==> config.mk <==
export PLATFORM = sky130hd
export DESIGN_NAME = cic_integrator_bank
export DESIGN_NICKNAME = d
export VERILOG_FILES = /design/src/rtl/cic_integrator_bank.sv
export SDC_FILE = /design/constraint.sdc
export NUM_CORES = 1
export LEC_CHECK = 0
export CORE_MARGIN = 2
export CORE_UTILIZATION = 45
export CTS_CLUSTER_SIZE = 25
export DETAILED_ROUTE_END_ITERATION = 10
export MAX_ROUTING_LAYER = met4
export PLACE_DENSITY = 0.66
export SETUP_SLACK_MARGIN = 0.02
export SYNTH_ARGS = -nofsm -noshare
export SYNTH_HDL_FRONTEND = slang
export SYNTH_SLANG_ARGS = --single-unit
export TNS_END_PERCENT = 20
==> constraint.sdc <==
create_clock -name clk -period 3 [get_ports clk]
set_input_delay 0.6 -clock clk [delete_from_list [all_inputs] [get_ports clk]]
set_output_delay 0.6 -clock clk [all_outputs]
set_load 0.1 [all_outputs]
==> src/rtl/cic_integrator_bank.sv <==
// cic_integrator_bank
//   Cascade of NUM_STAGES registered integrators for the CIC decimator
//   datapath. Each stage keeps one accumulator per time-multiplexed channel.
//   Arithmetic wraps modulo 2^ACC_WIDTH, which CIC correctness depends on.
//
// Ports
//   clk            clock
//   reset_n        asynchronous active-low reset of all state
//   clear          synchronous clear of all state; beats inp_samp_str
//   inp_samp_data  signed input sample (DATA_WIDTH_INP)
//   inp_samp_str   input sample valid, one cycle per sample
//   out_samp_data  last-stage accumulator MSBs (DATA_WIDTH_OUT), held between strobes
//   out_samp_str   output valid, NUM_STAGES cycles after the input strobe
//   out_samp_chan  channel tag of the current output
module cic_integrator_bank #(
  parameter int DATA_WIDTH_INP = 16,
  parameter int DATA_WIDTH_OUT = 32,
  parameter int NUM_STAGES     = 3,
  parameter int NUM_CHANNELS   = 1,
  parameter int CHAN_WIDTH     = (NUM_CHANNELS > 1) ? $clog2(NUM_CHANNELS) : 1
) (
  input  logic                      clk,
  input  logic                      reset_n,
  input  logic                      clear,
  input  logic [DATA_WIDTH_INP-1:0] inp_samp_data,
  input  logic                      inp_samp_str,
  output logic [DATA_WIDTH_OUT-1:0] out_samp_data,
  output logic                      out_samp_str,
  output logic [CHAN_WIDTH-1:0]     out_samp_chan
);

  localparam int ACC_WIDTH = (DATA_WIDTH_INP > DATA_WIDTH_OUT) ? DATA_WIDTH_INP : DATA_WIDTH_OUT;

  typedef logic [ACC_WIDTH-1:0]  acc_t;
  typedef logic [CHAN_WIDTH-1:0] chan_t;

  chan_t chan_cnt;
  acc_t  samp_ext;

  // Per-stage, per-channel accumulators.
  acc_t  acc       [NUM_STAGES][NUM_CHANNELS];

  // Registered stage outputs (stage k lives at index k-1).
  logic  stg_valid [NUM_STAGES];
  chan_t stg_tag   [NUM_STAGES];
  acc_t  stg_val   [NUM_STAGES];

  // Inputs feeding each stage: the sample port for the first, the previous
  // stage's registers for the rest.
  logic  in_valid  [NUM_STAGES];
  chan_t in_tag    [NUM_STAGES];
  acc_t  in_val    [NUM_STAGES];

  assign samp_ext = ACC_WIDTH'($signed(inp_samp_data));

  always_comb begin
    in_valid[0] = inp_samp_str;
    in_tag[0]   = chan_cnt;
    in_val[0]   = samp_ext;
    for (int unsigned k = 1; k < NUM_STAGES; k++) begin
      in_valid[k] = stg_valid[k-1];
      in_tag[k]   = stg_tag[k-1];
      in_val[k]   = stg_val[k-1];
    end
  end

  // Input channel counter: tags each accepted strobe, wraps at NUM_CHANNELS.
  always_ff @(posedge clk or negedge reset_n) begin
    if (!reset_n) begin
      chan_cnt <= '0;
    end else if (clear) begin
      chan_cnt <= '0;
    end else if (inp_samp_str) begin
      if (chan_cnt == chan_t'(NUM_CHANNELS - 1))
        chan_cnt <= '0;
      else
        chan_cnt <= chan_cnt + chan_t'(1);
    end
  end

  // Integrator pipeline. Each stage reads its own accumulator registered on
  // the previous edge, so back-to-back updates of one channel need no bypass.
  always_ff @(posedge clk or negedge reset_n) begin
    if (!reset_n) begin
      for (int unsigned k = 0; k < NUM_STAGES; k++) begin
        stg_valid[k] <= 1'b0;
        stg_tag[k]   <= '0;
        stg_val[k]   <= '0;
        for (int unsigned c = 0; c < NUM_CHANNELS; c++)
          acc[k][c] <= '0;
      end
    end else if (clear) begin
      for (int unsigned k = 0; k < NUM_STAGES; k++) begin
        stg_valid[k] <= 1'b0;
        stg_tag[k]   <= '0;
        stg_val[k]   <= '0;
        for (int unsigned c = 0; c < NUM_CHANNELS; c++)
          acc[k][c] <= '0;
      end
    end else begin
      for (int unsigned k = 0; k < NUM_STAGES; k++) begin
        stg_valid[k] <= in_valid[k];
        if (in_valid[k]) begin
          stg_tag[k] <= in_tag[k];
          for (int unsigned c = 0; c < NUM_CHANNELS; c++) begin
            if (in_tag[k] == chan_t'(c)) begin
              acc[k][c]  <= acc[k][c] + in_val[k];
              stg_val[k] <= acc[k][c] + in_val[k];
            end
          end
        end
      end
    end
  end

  assign out_samp_data = stg_val[NUM_STAGES-1][ACC_WIDTH-1 -: DATA_WIDTH_OUT];
  assign out_samp_str  = stg_valid[NUM_STAGES-1];
  assign out_samp_chan = stg_tag[NUM_STAGES-1];

endmodule
==> results of run 1 <==
[layout by cell type (no fill, tap or decap), drive strengths merged, types with 19 or more instances in the layout]
cell    count
buf       197
nor2      124
dfrtp      99
ha         93
a21oi      80
nand2      55
o21ai      53
a21o       49
mux2i      49
xnor2      47
inv        30
nand3      27
a211oi     26
nand2b     19
xor2       19
[layer usage]
layer	share of wire	vias up
li1	-	4047
met1	0.51	3591
met2	0.44	145
met3	0.032	24
met4	0.013	0
met5	0	-
[critical path: cells and delay by family (launching register included)]
family,cells,cell delay [ns]
compound gates,6,1.46
fa+ha+maj,1,0.29
flops,1,0.43
simple gates,3,0.71
[what timing repair did]
item | in CTS | in global routing
hold buffers | 0 | 0
buffers inserted | 4 | 5
gates cloned | 0 | 0
endpoints found under the setup margin | 11 | 22
pin swaps | 19 | 16
resized for setup | 31 | 44
[final timing paths]
kind / from / end / slack (ns)
max reg2reg: in_val[10]$_DFFE_PN0P_ / out_samp_data[29]$_DFFE_PN0P_ / 0.04
min reg2reg: in_val[56]$_DFFE_PN0P_ / in_val[56]$_DFFE_PN0P_ / 0.53
min: reset_n / in_val[33]$_DFFE_PN0P_ / 0.18
max in group asynchronous: reset_n / out_samp_data[29]$_DFFE_PN0P_ / 2.13
max: in_val[10]$_DFFE_PN0P_ / out_samp_data[29]$_DFFE_PN0P_ / 0.04
min in group clk: in_val[56]$_DFFE_PN0P_ / in_val[56]$_DFFE_PN0P_ / 0.53
[flip-flops by register name, summed over array words and instances (netlist names)]
name,flops
in_val,64
out_samp_data,32
in_valid,2
out_samp_str,1
[cell type report]
cell class | instances | area, µm²
timing repair buffer | 214 | 1675
tap | 265 | 331.6
fill | 1753 | 8228
inverter | 30 | 112.6
sequential | 99 | 2477
clock buffer | 11 | 252.7
multi-input combinational | 827 | 6208
clock inverter | 4 | 48.80
[kinds of logic (layout without fill, tap and decap cells)]
group           Yosys count  after routing  share of synthesized area
xor+xnor                 66             66                    0.06565
mux                      54             54                    0.06210
simple gates            301            301                     0.1599
buf+inv                  95            259                    0.05457
other cells               1              1                  0.0004259
fa+ha+maj                96             96                     0.1390
compound gates          309            309                     0.2370
flops                    99             99                     0.2814
[power by group through the flow]
stage	combinational (mW)	sequential (mW)	clock [mW]
finish	1.80	1.55	1.22
global route	2.01	1.57	1.29
CTS	1.76	1.55	1.24
floorplan	1.11	1.53	0
detailed placement	1.69	1.57	0
global placement	1.67	1.57	0
==> summary.md, run 1 <==
| Metric | Value |
|---|---|
| Crit path required time | between 3 and 4 ns |
| Placed cells | around 1400 |
| Met2 Track Usage GR | 0.3386 |
| Switching share of power | 0.3447 |
| Core Area | 19330 µm² |
| Critical Path AT | between 3 and 4 ns |
| Clock power share | 0.267 |
| Final worst path period share | 0.9881 |
| Initial DRC count | about 370 |
| Synth cell types | 66 |
| Setup crit end kind | flip-flop |
| Crit path kind | reg2reg |
| Asr flop ratio synth | 1.000 |
| Sw Pwr | about 1.6 mW |
| Post-route minimum period | just under 3 ns |
| Die ar. | around 21000 µm² |
| YS warnings | 0 |
| Least-Margin Pin Slew | around 0.72 ns |
| Fin area | between 10000 and 15000 µm² |
| Most frequent cell after synthesis | nor2_1 |
| Final setup TNS | 0 ns |
| Final #Nets | around 1300 |
| Pwr Total | 4.569 mW |
| Final Hold Vio Count | 0 |
| First-pass GRT wire length | between 30 and 40 mm |
| GRT overflow | 0 |
| Vias in the first global route | ~7500 |
| Largest net degree at the start of global routing | 87 |
| Cell internal pwr | 2.994 mW |
| GRT met1 Usage | 0.3052 |
| # clock sinks | just under 100 |
| CP Cell Sequence | ha_4 -> a21o_1 -> a31oi_4 -> a2bb2oi_2 -> nand3_2 -> a221o_1 -> a221oi_4 -> o21ai_2 -> or4b_1 -> nand3_1 |
| Critical Path Max Stage Delay | 0.50 ns |
| Vias | around 7800 |
| Root buf cell | clkbuf_16 |
| Met3 Use GR | 0.02632 |
| Max transition margin | 0.5196 |
| Clock Latency Late Sink | 0.36 ns |
| IO Port Bufs | 52 |
| Fin cells | around 1500 |
| TritonCTS Buffers | 9 |
| Post-synth EDFFs | 0 |
| Max-Cap Viols | 0 |
| Setup violators final | 0 |
| Die Height | around 140 µm |
| Drt wl/cell | 14.61 µm |
| Mapped Cells | slightly above 1000 |
| Drt first pass iters | 6 |
| ANT nets after route | 0 |
| PD cells | a little over 400 nW/µm² |
| Synth area leader | dfrtp_1 |
| Logic pwr share | 0.393 |
| Syn Nets | approximately 1100 |
| I/O pins | 54 |
| Peak Freq | roughly 340 MHz |
| Max Slew Vio Count | 0 |
| FF+latch count, synth | 99 |
| # H-tree levels | 3 |
| Cell area after synthesis | a little under 9000 µm² |
| FP Rows | between 50 and 60 |
| DP Area | around 10000 µm² |
| Initial Util | 0.4554 |
| Via-per-instance ratio | around 5.4 |
| Clock transition at path regs | roughly 0.07 ns |
| Top Usage Layer GRT | met2 |
| Antenna cells | 0 |
| Clock skew | roughly 0.0096 ns |
| Synth top area share | 0.2814 |
| Post-Route WL | about 21 mm |
| Die Wd | around 140 µm |
| Register area share after synthesis | 0.2814 |
| Top cells by area, synth | dfrtp_1 28%, ha_1 13%, mux2i_1 5.6%, nor2_1 5.3%, xnor2_1 4.7% |
| Flop pwr share | 0.339 |
| Status | completed |
| GP Congestion | between 0.9 and 1 |
| Post-synth top cells | 124 x nor2_1, 99 x dfrtp_1, 93 x ha_1 |
| Critical-path top delay cell | or4b_1 |
| Synthesized area per cell | 8.624 µm² |
| CTS tree | built |
| Worst setup margin | approximately 0.036 ns |
| Hold/Removal Path Class | in2async |
| Leakage dissipation | 5.534 nW |
| Hpwl dp | ~16 mm |
| Initial antenna violation count | 0 |
| Area Growth Syn to Fin | 26.15% |
| Reg2reg path depth | 10 |
| Final core utilization | 0.5745 |
| Final hold slack | ~0.18 ns |
| Post-synth top flop | dfrtp_1 |
| Layout cell share with drive strength beyond 1 | 0.2371 |
| RSZ-0062 raised after global routing | yes |
| Critical path peak fanout | 5 |
| Longest Clk Path Bufs | 2 |
| # DRC | 0 |
| VDD IR max | 0.0002564 V |
| GRT Util Overall | 0.2196 |
| Post-place setup slack | -0.6278 ns |
| Crit path launch type | flip-flop |
(Power assumes the default switching activity.)
==> run 2, diff against run 1 <==
--- a/config.mk
+++ b/config.mk
@@ -7,10 +7,9 @@
 export LEC_CHECK = 0
 export CORE_MARGIN = 2
 export CORE_UTILIZATION = 45
-export CTS_CLUSTER_SIZE = 25
+export CTS_CLUSTER_SIZE = 8
 export DETAILED_ROUTE_END_ITERATION = 10
 export MAX_ROUTING_LAYER = met4
-export PLACE_DENSITY = 0.66
 export SETUP_SLACK_MARGIN = 0.02
 export SYNTH_ARGS = -nofsm -noshare
 export SYNTH_HDL_FRONTEND = slang
==> constraint.sdc (replaced) <==
create_clock -name clk -period 2.9 [get_ports clk]
set_input_delay 0.58 -clock clk [delete_from_list [all_inputs] [get_ports clk]]
set_output_delay 0.58 -clock clk [all_outputs]
set_load 0.1 [all_outputs]
==> run 2 against run 1 <==
  * Die area stayed put
  * Clock power rose by 19%
  * Global-route usage increased by 0.90 points
  * Clock-buffer cell count is 1 lower
  * Largest cell class unchanged
  * Critical endpoint is now in_val[31]$_DFFE_PN0P_
  * Combinational power grew 12%
  * Non-clock buffer count up 43
  * Critical path depth unchanged
  * Sequential share of layout area is 1.1 points lower
  * Largest power group unchanged
  * Fmax is 3.4% higher
  * Wire length is 5.5% higher
  * Sequential power up 4%
  * Total power increased by 11%
==> summary.md, run 2 (synthesis gave the netlist of run 1 again) <==
| Metric | Value |
|---|---|
| Clock power share | 0.286 |
| Initial antenna violation count | 0 |
| Die Height | ~140 µm |
| GP Congestion | 0.8969 |
| Critical-path top delay cell | or4_4 |
| Hold/Removal Path Class | in2async |
| PD cells | 434.0 nW/µm² |
| FP Rows | 51 |
| Setup violators final | 0 |
| Critical Path Stages | 10 |
| Crit path required time | roughly 3.2 ns |
| Max transition margin | 0.5016 |
| CTS tree | built |
| # DRC | 0 |
| Cell internal pwr | around 3.3 mW |
| Crit path kind | reg2reg |
| Hold_buf cts | 0 |
| Clock Latency Late Sink | about 0.36 ns |
| Longest Clk Path Bufs | 2 |
| Logic pwr share | 0.396 |
| Worst R2R Start | in_val[50]$_DFFE_PN0P_ |
| Reg2reg end | in_val[31]$_DFFE_PN0P_ |
| Placed cells | approximately 1500 |
| ANT nets after route | 0 |
| Die Wd | 143.9 µm |
| Critical Path Max Stage Delay | 0.43 ns |
| Switching share of power | 0.3395 |
| Flop pwr share | 0.318 |
| RSZ-0062 raised after global routing | yes |
| Max-Cap Viols | 0 |
| Largest register FFs | between 60 and 70 |
| Root buf cell | clkbuf_16 |
| Crit path launch type | flip-flop |
| Reg2reg path depth | 10 |
| Cell family with most CP delay | compound AO/OA/AOI/OAI gates |
| Initial Util | 0.4554 |
| Commonest non-fill, non-tap cells in the layout | 236 x buf_4, 121 x nor2_1, 97 x dfrtp_1, 74 x ha_1, 73 x a21oi_1 |
| Drt first pass iters | 5 |
| Final Hold Vio Count | 0 |
| CP Cell Sequence | ha_1 -> a21o_1 -> a21o_1 -> a21o_1 -> or4_4 -> nor4_4 -> nor2_2 -> a31o_2 -> mux2i_2 -> mux2_4 |
| Least-Margin Pin Slew | ~0.74 ns |
| # H-tree levels | 3 |
| Clock transition at path regs | around 0.07 ns |
| Reg2reg setup slack | between 0.03 and 0.04 ns |
| Status | completed |
| Setup crit end kind | flip-flop |
| Post-place setup slack | -0.6327 ns |
| TritonCTS Buffers | 9 |
| Post-Route WL | between 20 and 25 mm |
| VDD IR max | ~0.00022 V |
| Layout cell share with drive strength beyond 1 | 0.2864 |
| Area Growth Syn to Fin | 32.51% |
| Clock skew | around 0.010 ns |
| Leakage dissipation | between 5 and 6 nW |
| # clock sinks | between 90 and 100 |
| Worst setup margin | ~0.032 ns |
| Worst setup path end | in_val[31]$_DFFE_PN0P_ |
| First-pass GRT wire length | between 30 and 40 mm |
| Peak Freq | ~350 MHz |
| Final worst path period share | 0.9890 |
| Via-per-instance ratio | around 5.4 |
| Largest net degree at the start of global routing | 44 |
| GRT overflow | 0 |
| Crit-path most repeated cell | a21o_1 |
| Vias | 8021 |
| Initial DRC count | 346 |
| Core Area | between 15000 and 20000 µm² |
| Drt wl/cell | between 10 and 15 µm |
| Post-route minimum period | 2.868 ns |
| Crit path buffers/inverters | 0 |
| Max Slew Vio Count | 0 |
| Die ar. | approximately 21000 µm² |
| Hpwl dp | between 15 and 20 mm |
| GRT Util Overall | 0.2286 |
| Final #Nets | around 1300 |
| Fillers | ~1700 |
| IO Port Bufs | 52 |
| Sw Pwr | about 1.7 mW |
| Fin cells | between 1000 and 1500 |
| I/O pins | 54 |
| Commonest non-fill, non-tap cell in the layout | buf_4 |
| Critical path peak fanout | 2 |
| Antenna cells | 0 |
| Critical Path AT | about 3.1 ns |
| Vias in the first global route | around 7600 |
| First element of the critical path | in_val[50]$_DFFE_PN0P_ |
## run 2: cell types whose count changed in the layout (fill, tap and decap cells not counted), sizes merged
cell and change:
buf +43, clkdlybuf4s50 -7, dlygate4sd2 +3, dlymetal6s2s +3, bufinv +2, clkinv -1
clkinvlp +1
## run 2: what timing repair did
item | in CTS | in global routing
endpoints found under the setup margin | 19 | 34
pin swaps | 33 | 38
buffers inserted | 9 | 4
resized for setup | 62 | 65
## run 2: how the worst min path moves through the flow
stage | start | end | slack (ns) | cells past startpoint
after global placement | in_val[56]$_DFFE_PN0P_ | in_val[56]$_DFFE_PN0P_ | 0.52 | 2
after floorplan | reset_n | in_val[0]$_DFFE_PN0P_ | 0.28 | 0
after CTS | reset_n | in_val[32]$_DFFE_PN0P_ | 0.25 | 1
final | reset_n | in_val[34]$_DFFE_PN0P_ | 0.23 | 1
after detailed placement | out_samp_data[28]$_DFFE_PN0P_ | out_samp_data[28]$_DFFE_PN0P_ | 0.53 | 1
after global routing | reset_n | in_val[32]$_DFFE_PN0P_ | 0.26 | 1
## run 2: per-stage QoR
step	hold WS [ns]	util	area (µm²)	power, mW	TNS, ns
after floorplan	0.2844	-	8825	2.746	0
after global placement	0.5187	0.5524	10680	3.434	-6.390
after detailed placement	0.5306	0.5524	10680	3.464	-6.916
after CTS	0.2524	0.5881	11370	5.014	-0.06255
after global routing	0.2634	0.6034	11670	5.380	-0.3344
final	0.2262	0.6034	11670	5.063	0
## run 2: power by group through the flow
stage | combinational [mW] | clock, mW | sequential (mW)
floorplan | 1.16 | 0 | 1.59
global placement | 1.81 | 0 | 1.63
detailed placement | 1.84 | 0 | 1.63
CTS | 1.94 | 1.47 | 1.60
global route | 2.23 | 1.53 | 1.62
finish | 2.01 | 1.45 | 1.61
## run 2: area by class of cell
class | instances | area [µm²] | area share
flip-flops and latches | 99 | 2480 | 0.2125
repair buffers | 257 | 1988 | 0.1704
well taps | 265 | 331.6 | 0.02842
inverters | 30 | 112.6 | 0.009652
clock inverters | 6 | 111.4 | 0.009544
clock buffers | 10 | 239.0 | 0.02048
multi-input cells | 827 | 6405 | 0.5490
## run 2: worst register-to-register path, delay by kind of cell (launching register included)
| family | cells | cell delay [ns] |
|---|---|---|
| multiplexers | 2 | 0.56 |
| AND/OR/NAND/NOR | 3 | 0.73 |
| flip-flops | 1 | 0.40 |
| adder cells (fa/ha/maj) | 1 | 0.31 |
| AO/OA/AOI/OAI | 4 | 0.76 |
## run 2: metal layers
metal  routed length, µm  track usage  vias up
li1                    -            -     4127
met1               11500       0.3250     3750
met2                9944       0.3489      125
met3                 635      0.02199       19
met4                 275      0.06140        0
met5                   0            -        -
